### config.mk
export PLATFORM = sky130hd
export DESIGN_NAME = word_mover_flat
export DESIGN_NICKNAME = d
export VERILOG_FILES = /design/src/rtl/wm_pkg.sv /design/src/rtl/word_mover_if.sv /design/src/rtl/wm_byte_sel.sv /design/src/rtl/word_mover.sv /design/src/flat_wrapper.sv
export SDC_FILE = /design/constraint.sdc
export NUM_CORES = 1
export LEC_CHECK = 0
export ABC_AREA = 1
export BUFFER_PORTS_ARGS = -buffer_cell sky130_fd_sc_hd__clkbuf_2
export CAP_MARGIN = 40
export CORE_MARGIN = 3
export CORE_UTILIZATION = 42
export CTS_BUF_LIST = sky130_fd_sc_hd__clkbuf_2 sky130_fd_sc_hd__clkbuf_4 sky130_fd_sc_hd__clkbuf_8
export CTS_CLUSTER_SIZE = 12
export DETAILED_ROUTE_END_ITERATION = 8
export PLACE_DENSITY_LB_ADDON = 0.3
export SYNTH_ARGS = -nofsm -noshare
export SYNTH_HDL_FRONTEND = slang
export SYNTH_SLANG_ARGS = --single-unit
### constraint.sdc
create_clock -name clk -period 3.13 [get_ports clk]
set_input_delay 0 -clock clk [delete_from_list [all_inputs] [get_ports clk]]
set_output_delay 0 -clock clk [all_outputs]
set_load 0.01 [all_outputs]
### src/rtl/wm_pkg.sv
// Shared encodings for the word mover: operation codes and FSM states.
package wm_pkg;

  typedef logic [1:0] op_t;

  localparam op_t OP_LOAD  = 2'd0;
  localparam op_t OP_STORE = 2'd1;
  localparam op_t OP_PUSH  = 2'd2;
  localparam op_t OP_POP   = 2'd3;

  localparam logic [1:0] ST_IDLE  = 2'd0;
  localparam logic [1:0] ST_WRITE = 2'd1;
  localparam logic [1:0] ST_READ  = 2'd2;
  localparam logic [1:0] ST_FIN   = 2'd3;

  function automatic logic is_write_op(input op_t op);
    return (op == OP_STORE) || (op == OP_PUSH);
  endfunction

endpackage

### src/rtl/word_mover_if.sv
// Request/response and byte-RAM port bundle of the word mover.
// master: requester plus RAM model; slave: the word mover itself.
interface word_mover_if #(
  parameter int ADDR_WIDTH = 9,
  parameter int WORD_BYTES = 2
);
  logic                    req;
  logic [1:0]              op;
  logic [ADDR_WIDTH-1:0]   addr;
  logic [8*WORD_BYTES-1:0] wdata;
  logic                    busy;
  logic                    done;
  logic                    err;
  logic [8*WORD_BYTES-1:0] rdata;
  logic [ADDR_WIDTH-1:0]   sp;
  logic [ADDR_WIDTH-1:0]   raddr;
  logic [ADDR_WIDTH-1:0]   waddr;
  logic [7:0]              dwrite;
  logic                    write_en;
  logic [7:0]              dread;

  modport master (
    output req, op, addr, wdata, dread,
    input  busy, done, err, rdata, sp, raddr, waddr, dwrite, write_en
  );

  modport slave (
    input  req, op, addr, wdata, dread,
    output busy, done, err, rdata, sp, raddr, waddr, dwrite, write_en
  );
endinterface

### src/rtl/wm_byte_sel.sv
// Combinational byte lane access: o_byte selects lane i_idx of i_word,
// o_word is i_word with lane i_idx replaced by i_byte.
module wm_byte_sel #(
  parameter int WORD_BYTES = 2
) (
  input  logic [8*WORD_BYTES-1:0] i_word,
  input  logic [1:0]              i_idx,
  input  logic [7:0]              i_byte,
  output logic [7:0]              o_byte,
  output logic [8*WORD_BYTES-1:0] o_word
);

  genvar gi;
  generate
    for (gi = 0; gi < WORD_BYTES; gi++) begin : g_lane
      assign o_word[8*gi +: 8] = (i_idx == 2'(gi)) ? i_byte : i_word[8*gi +: 8];
    end
  endgenerate

  always_comb begin
    o_byte = 8'h00;
    for (int i = 0; i < WORD_BYTES; i++) begin
      if (i_idx == 2'(i)) o_byte = i_word[8*i +: 8];
    end
  end

endmodule

### src/rtl/word_mover.sv
// Moves little-endian words between a requester and a byte-wide RAM (LOAD/STORE/PUSH/POP).
// Optional stack fault checks: define WORD_MOVER_STACK_CHECK_EN. RAM read latency is two clocks.
module word_mover
  import wm_pkg::*;
#(
  parameter int ADDR_WIDTH  = 9,
  parameter int WORD_BYTES  = 2,
  parameter int STACK_BYTES = 64
) (
  input logic         clk,
  input logic         rst,
  word_mover_if.slave bus
);

  localparam int                    DW  = 8 * WORD_BYTES;
  localparam logic [ADDR_WIDTH-1:0] N_A = ADDR_WIDTH'(WORD_BYTES);

  logic [1:0]            r_state;
  op_t                   r_op;
  logic [ADDR_WIDTH-1:0] r_addr;
  logic [DW-1:0]         r_wdata;
  logic [ADDR_WIDTH-1:0] r_sp;
  logic [ADDR_WIDTH-1:0] r_raddr;
  logic [ADDR_WIDTH-1:0] r_waddr;
  logic [7:0]            r_dwrite;
  logic                  r_write_en;
  logic                  r_err;
  logic [DW-1:0]         r_rdata;
  logic [DW-1:0]         r_rbuf;
  logic [1:0]            r_wcnt;
  logic [2:0]            r_iss;
  logic [1:0]            r_smp;
  logic [2:0]            r_vld;

  logic                  w_accept;
  logic                  w_fault;
  op_t                   w_op;
  logic [DW-1:0]         w_wr_word;
  logic [ADDR_WIDTH-1:0] w_base;
  logic [1:0]            w_wr_step;
  logic [1:0]            w_wr_lane;
  logic [ADDR_WIDTH-1:0] w_wr_addr;
  logic [7:0]            w_wr_byte;
  logic [2:0]            w_rd_step;
  logic [ADDR_WIDTH-1:0] w_rd_addr;
  logic                  w_rd_issue;
  logic [DW-1:0]         w_rd_word;
  logic [DW-1:0]         w_unused_wr_word;
  logic [7:0]            w_unused_rd_byte;

  assign w_accept = bus.req && ((r_state == ST_IDLE) || (r_state == ST_FIN));

  // On the accept edge the first byte comes straight from the request inputs.
  assign w_op      = w_accept ? bus.op    : r_op;
  assign w_wr_word = w_accept ? bus.wdata : r_wdata;
  assign w_base    = w_accept ? bus.addr  : r_addr;
  assign w_wr_step = w_accept ? 2'd0      : r_wcnt + 2'd1;
  assign w_rd_step = w_accept ? 3'd0      : r_iss;

  assign w_wr_lane = (w_op == OP_PUSH) ? (2'(WORD_BYTES - 1) - w_wr_step) : w_wr_step;
  assign w_wr_addr = (w_op == OP_PUSH) ? (r_sp - ADDR_WIDTH'(w_wr_step))
                                       : (w_base + ADDR_WIDTH'(w_wr_step));
  assign w_rd_addr = (w_op == OP_POP)  ? (r_sp + ADDR_WIDTH'(w_rd_step) + ADDR_WIDTH'(1))
                                       : (w_base + ADDR_WIDTH'(w_rd_step));
  assign w_rd_issue = (r_iss < 3'(WORD_BYTES));

`ifdef WORD_MOVER_STACK_CHECK_EN
  logic [ADDR_WIDTH:0] w_used;
  assign w_used  = {1'b0, ~r_sp};
  assign w_fault = ((bus.op == OP_PUSH) &&
                    ((w_used + (ADDR_WIDTH+1)'(WORD_BYTES)) > (ADDR_WIDTH+1)'(STACK_BYTES))) ||
                   ((bus.op == OP_POP) && (w_used < (ADDR_WIDTH+1)'(WORD_BYTES)));
`else
  // Checks compiled out: the stack size never produces a fault.
  assign w_fault = (STACK_BYTES < 0);
`endif

  wm_byte_sel #(.WORD_BYTES(WORD_BYTES)) u_wr_sel (
    .i_word (w_wr_word),
    .i_idx  (w_wr_lane),
    .i_byte (8'h00),
    .o_byte (w_wr_byte),
    .o_word (w_unused_wr_word)
  );

  wm_byte_sel #(.WORD_BYTES(WORD_BYTES)) u_rd_sel (
    .i_word (r_rbuf),
    .i_idx  (r_smp),
    .i_byte (bus.dread),
    .o_byte (w_unused_rd_byte),
    .o_word (w_rd_word)
  );

  always_ff @(posedge clk or posedge rst) begin
    if (rst) begin
      r_state    <= ST_IDLE;
      r_op       <= OP_LOAD;
      r_addr     <= '0;
      r_wdata    <= '0;
      r_sp       <= '1;
      r_raddr    <= '0;
      r_waddr    <= '0;
      r_dwrite   <= '0;
      r_write_en <= 1'b0;
      r_err      <= 1'b0;
      r_rdata    <= '0;
      r_rbuf     <= '0;
      r_wcnt     <= '0;
      r_iss      <= '0;
      r_smp      <= '0;
      r_vld      <= '0;
    end else begin
      r_err      <= 1'b0;
      r_write_en <= 1'b0;
      case (r_state)
        ST_IDLE, ST_FIN: begin
          if (w_accept) begin
            r_op    <= bus.op;
            r_addr  <= bus.addr;
            r_wdata <= bus.wdata;
            if (w_fault) begin
              r_state <= ST_FIN;
              r_err   <= 1'b1;
            end else if (is_write_op(bus.op)) begin
              r_state    <= ST_WRITE;
              r_write_en <= 1'b1;
              r_waddr    <= w_wr_addr;
              r_dwrite   <= w_wr_byte;
              r_wcnt     <= 2'd0;
            end else begin
              r_state <= ST_READ;
              r_raddr <= w_rd_addr;
              r_iss   <= 3'd1;
              r_vld   <= 3'b001;
              r_smp   <= 2'd0;
            end
          end else begin
            r_state <= ST_IDLE;
          end
        end
        ST_WRITE: begin
          if (r_wcnt == 2'(WORD_BYTES - 1)) begin
            r_state <= ST_FIN;
            if (r_op == OP_PUSH) r_sp <= r_sp - N_A;
          end else begin
            r_write_en <= 1'b1;
            r_waddr    <= w_wr_addr;
            r_dwrite   <= w_wr_byte;
            r_wcnt     <= w_wr_step;
          end
        end
        ST_READ: begin
          // r_vld tracks each issued address through the RAM's two-clock read pipe.
          r_vld <= {r_vld[1:0], w_rd_issue};
          if (w_rd_issue) begin
            r_raddr <= w_rd_addr;
            r_iss   <= r_iss + 3'd1;
          end
          if (r_vld[2]) begin
            r_rbuf <= w_rd_word;
            r_smp  <= r_smp + 2'd1;
            if (r_smp == 2'(WORD_BYTES - 1)) begin
              r_rdata <= w_rd_word;
              r_state <= ST_FIN;
              if (r_op == OP_POP) r_sp <= r_sp + N_A;
            end
          end
        end
        default: r_state <= ST_IDLE;
      endcase
    end
  end

  assign bus.busy     = (r_state == ST_WRITE) || (r_state == ST_READ);
  assign bus.done     = (r_state == ST_FIN);
  assign bus.err      = r_err;
  assign bus.rdata    = r_rdata;
  assign bus.sp       = r_sp;
  assign bus.raddr    = r_raddr;
  assign bus.waddr    = r_waddr;
  assign bus.dwrite   = r_dwrite;
  assign bus.write_en = r_write_en;

endmodule

### src/flat_wrapper.sv
// flat-port wrapper written by rule: the top's interface ports become plain ports
module word_mover_flat import wm_pkg::*;
#(
  parameter int ADDR_WIDTH  = 9,
  parameter int WORD_BYTES  = 2,
  parameter int STACK_BYTES = 64
)
  (clk, rst, bus_req, bus_op, bus_addr, bus_wdata, bus_dread, bus_busy, bus_done, bus_err, bus_rdata, bus_sp, bus_raddr, bus_waddr, bus_dwrite, bus_write_en);
  word_mover_if #(.ADDR_WIDTH(ADDR_WIDTH), .WORD_BYTES(WORD_BYTES)) bus_i ();
  input logic clk;
  input logic rst;
  input wire logic [$bits(bus_i.req)-1:0] bus_req;
  input wire logic [$bits(bus_i.op)-1:0] bus_op;
  input wire logic [$bits(bus_i.addr)-1:0] bus_addr;
  input wire logic [$bits(bus_i.wdata)-1:0] bus_wdata;
  input wire logic [$bits(bus_i.dread)-1:0] bus_dread;
  output wire logic [$bits(bus_i.busy)-1:0] bus_busy;
  output wire logic [$bits(bus_i.done)-1:0] bus_done;
  output wire logic [$bits(bus_i.err)-1:0] bus_err;
  output wire logic [$bits(bus_i.rdata)-1:0] bus_rdata;
  output wire logic [$bits(bus_i.sp)-1:0] bus_sp;
  output wire logic [$bits(bus_i.raddr)-1:0] bus_raddr;
  output wire logic [$bits(bus_i.waddr)-1:0] bus_waddr;
  output wire logic [$bits(bus_i.dwrite)-1:0] bus_dwrite;
  output wire logic [$bits(bus_i.write_en)-1:0] bus_write_en;
  assign bus_i.req = bus_req;
  assign bus_i.op = bus_op;
  assign bus_i.addr = bus_addr;
  assign bus_i.wdata = bus_wdata;
  assign bus_i.dread = bus_dread;
  assign bus_busy = bus_i.busy;
  assign bus_done = bus_i.done;
  assign bus_err = bus_i.err;
  assign bus_rdata = bus_i.rdata;
  assign bus_sp = bus_i.sp;
  assign bus_raddr = bus_i.raddr;
  assign bus_waddr = bus_i.waddr;
  assign bus_dwrite = bus_i.dwrite;
  assign bus_write_en = bus_i.write_en;
  word_mover #(.ADDR_WIDTH(ADDR_WIDTH), .WORD_BYTES(WORD_BYTES), .STACK_BYTES(STACK_BYTES)) u_core (.clk(clk), .rst(rst), .bus(bus_i));
endmodule
==> qor.yml <==
status: "complete, no violations"
via_count: 4984
final_common_cell: "sky130_fd_sc_hd__nand2_1"
worst_ep_required_time_ns: 3.40
final.min_clock_period_ns: 2.83
switching_power_summed_over_all_nets_mw: 3.91
netlist_area_mm2: 0.00552
critical_path_arrival_ns: 3.10
tritoncts_num_sinks: 98
insertion_delay_ns: 0.38
synth_area_per_cell_um2: 7.95
rsz_0062_raised_after_global_routing: "false"
hold_viol: 0
antennaDiodeCount: 0
n_fill_cell: 1237
synth_seq_area_share: 0.446
tritoncts.num_buffers: 9
htree_num_levels: 3
power.switching_fraction: 0.506
max-cap-violations: 0
drtAntennaViolNets: 0
final_global_route_overflow_total: 0
slew_headroom: 0.531
ys_types: 41
global_route_wire_length_before_repair_um: 24200
synthesis.nets: 755
maximum_fanout_count_along_the_critical_path: 23
std_cell_rows: 41
grt_antenna_before_repair: 0
initial_core_util: 0.434
gp_congestion: 0.925
combPwrFrac: 0.600
cts_buffer_depth: 2
area_occupied_by_registers_mm2: 0.00246
synth_enable_flop_cells: 0
total_routing_usage_reported_by_global_routing: 0.208
per_cell_via_count_in_the_routed_design: 5.04
timing.hold.worst_path_depth: 3
layout_worst_path_cycle_share: 0.905
pwr-share-clk: 0.106
dieArea_mm2: 0.0146
post-route-util: 0.520
clock_tree.root_cell: "sky130_fd_sc_hd__clkbuf_8"
first_global_vias: 4875
drcViolationCount: 0
power.leakage_nw: 3.38
yosys_register_bits: 98
worst-setup-path-type: "register to register"
ir_worst_vdd_mv: 0.667
post-synth-top-area-fraction: 0.408
fin_hold_ws_ns: 0.105
syn_inst: 695
final_max_slew_viol_count: 0
num_io_pins: 93
postCtsSetupRepairBufs: 0
core_area_mm2: 0.0127
ys_async_sr_fraction: 1.00
worst_slew_pin_slew_ns: 0.703
ctsResizeCount: 0
holdCritPathClass: "input pin to register"
grt_max_degree: 49
dr.first_iter.drc_count: 572
drt_wl_total_um: 14600
seq_power_share: 0.294
tritoncts: "done"
dp.final_hpwl_um: 10600
clkTransAtPathRegs_ns: 0.10
avgRoutedWirePerCell_um: 14.8
start_kind: "register"
multi_input_comb_area_mm2: 0.00263
ys.flop_type: "sky130_fd_sc_hd__dfrtp_1"
report.final.setup_viol: 0
post_route_cells_drive_above_1_share: 0.218
post-synth-top-area-cell: "sky130_fd_sc_hd__dfrtp_1"
worst_r2r_path_depth: 18
area_growth_syn_to_layout_pct: 19.9
most-common-layout-cells: "sky130_fd_sc_hd__nand2_1 (220), sky130_fd_sc_hd__clkbuf_2 (90), sky130_fd_sc_hd__dfrtp_1 (90)"
clock-skew-final_ns: 0.0176
power.density_mw_per_mm2: 1170
die_w_um: 121
die_h_um: 121
setup_total_negative_slack_ns: 0
dr.pass1.iters: 5
clock.fmax_ghz: 0.353
nets: 873
synth-warning-count: 0
synthTopCellsByArea: "sky130_fd_sc_hd__dfrtp_1 (41%), sky130_fd_sc_hd__nand2_1 (15%), sky130_fd_sc_hd__o21ai_0 (5.3%)"
worstSetupEndpointType: "register"
port_buffers: 90
p_int_mw: 3.83
-- routing by layer --
layer,part of all wire,GRT usage,vias to the layer above
li1,-,-,2463
met1,0.47,0.287,2366
met2,0.47,0.335,136
met3,0.046,0.0332,19
met4,0.017,0.0673,0
met5,0,0,-
-- cells by family (layout without fill, tap and decap cells) --
kind of cell / after synthesis / after routing / synth area share
simple gates: 358 / 358 / 0.290
compound gates: 104 / 104 / 0.102
flops: 98 / 98 / 0.446
buf+inv: 95 / 217 / 0.0786
fa+ha+maj: 22 / 22 / 0.0526
xor+xnor: 8 / 8 / 0.0127
mux: 8 / 8 / 0.0163
other cells: 2 / 2 / 0.00136
-- flip-flops by register name, summed over array words and instances, names as in the netlist --
name                 cells
u_core.r_smp             2
u_core.r_addr            9
u_core.r_state           2
u_core.r_rbuf            8
u_core.r_wcnt            2
u_core.r_wdata          16
u_core.r_op              2
u_core.r_iss             3
u_core.bus.write_en      1
u_core.bus.rdata        16
u_core.bus.sp            8
u_core.bus.dwrite        8
u_core.r_vld             3
u_core.bus.raddr         9
u_core.bus.waddr         9
-- worst paths after layout --
path                            slack [ns]                        startpoint                               end
worst min register to register        0.49  u_core.bus.dwrite[0]$_DFFE_PP0P_  u_core.bus.dwrite[0]$_DFFE_PP0P_
max in group asynchronous             2.06                               rst      u_core.bus.sp[5]$_DFFE_PP1P_
worst max register to register        0.30     u_core.r_state[0]$_DFFE_PP0P_   u_core.bus.waddr[4]$_DFFE_PP0P_
worst min-delay path                  0.11                       bus_addr[2]      u_core.r_addr[2]$_DFFE_PP0N_
min in group asynchronous             0.22                               rst    u_core.r_wdata[15]$_DFFE_PP0N_
worst max-delay path                  0.30     u_core.r_state[0]$_DFFE_PP0P_   u_core.bus.waddr[4]$_DFFE_PP0P_
-- worst max-delay path: stages (launching register included) --
cell	delay, ns
sky130_fd_sc_hd__dfrtp_1	0.43
sky130_fd_sc_hd__inv_1	0.06
sky130_fd_sc_hd__ha_1	0.50
sky130_fd_sc_hd__nand2_8	0.22
sky130_fd_sc_hd__inv_4	0.26
sky130_fd_sc_hd__nand2_1	0.15
sky130_fd_sc_hd__nand3_1	0.14
sky130_fd_sc_hd__nand2_1	0.08
sky130_fd_sc_hd__inv_1	0.06
sky130_fd_sc_hd__ha_1	0.14
sky130_fd_sc_hd__inv_1	0.05
sky130_fd_sc_hd__nand2_2	0.07
sky130_fd_sc_hd__nand2_2	0.07
sky130_fd_sc_hd__nor2_4	0.13
sky130_fd_sc_hd__inv_2	0.05
sky130_fd_sc_hd__a21oi_1	0.10
sky130_fd_sc_hd__o21ai_0	0.09
sky130_fd_sc_hd__nand3_1	0.08
sky130_fd_sc_hd__nand2_1	0.05
-- per-stage QoR --
step / setup slack, ns / power, mW / cell area, um^2 / std cells
2_1_floorplan: 0.581 / 5.66 / 5520 / 695
3_3_place_gp: 0.466 / 6.77 / 6070 / 938
3_5_place_dp: 0.357 / 6.86 / 6070 / 938
4_1_cts: 0.323 / 7.74 / 6620 / 989
5_1_grt: 0.0310 / 8.54 / 6620 / 989
6_report: 0.298 / 7.74 / 6620 / 989
-- synthesized netlist by cell type (2+ instances only) --
library cell / count
sky130_fd_sc_hd__o22ai_1: 2
sky130_fd_sc_hd__clkbuf_1: 8
sky130_fd_sc_hd__inv_1: 61
sky130_fd_sc_hd__nand4_1: 5
sky130_fd_sc_hd__nor2_2: 4
sky130_fd_sc_hd__fa_1: 2
sky130_fd_sc_hd__buf_6: 4
sky130_fd_sc_hd__o21ai_2: 2
sky130_fd_sc_hd__a21oi_1: 30
sky130_fd_sc_hd__ha_1: 20
sky130_fd_sc_hd__conb_1: 2
sky130_fd_sc_hd__dfstp_2: 8
sky130_fd_sc_hd__nand2_1: 220
sky130_fd_sc_hd__nor2_4: 4
sky130_fd_sc_hd__buf_2: 6
sky130_fd_sc_hd__o21ai_0: 58
sky130_fd_sc_hd__nand3_2: 7
sky130_fd_sc_hd__nand2_2: 16
sky130_fd_sc_hd__xor2_1: 5
sky130_fd_sc_hd__mux2_2: 8
sky130_fd_sc_hd__xnor2_1: 3
sky130_fd_sc_hd__a31oi_1: 4
sky130_fd_sc_hd__nand2_4: 3
sky130_fd_sc_hd__o21ai_4: 2
sky130_fd_sc_hd__or2_2: 3
sky130_fd_sc_hd__nor2_1: 37
sky130_fd_sc_hd__dfrtp_1: 90
sky130_fd_sc_hd__nand3_1: 55
sky130_fd_sc_hd__inv_2: 6
sky130_fd_sc_hd__o21ai_1: 3
sky130_fd_sc_hd__buf_4: 7
-- area by class of cell --
class	instances	area share
Clock buffer	9	0.0187
Tap cell	172	0.0325
Sequential cell	98	0.372
Clock inverter	6	0.00983
Timing Repair Buffer	133	0.130
Inverter	69	0.0399
Multi-Input combinational cell	502	0.397
-- power by group through the flow --
stage	combinational [mW]	sequential (mW)	clock, mW
floorplan	3.35	2.31	0
CTS	4.64	2.26	0.842
finish	4.64	2.27	0.823
global placement	4.50	2.26	0
detailed placement	4.57	2.29	0
global route	5.29	2.34	0.904
-- what timing repair did --
item,CTS,global route
endpoints found under the setup margin,0,0
endpoints found under the hold margin,84,0
hold buffers,36,0
No activity file was read; power rests on OpenSTA's default activity.
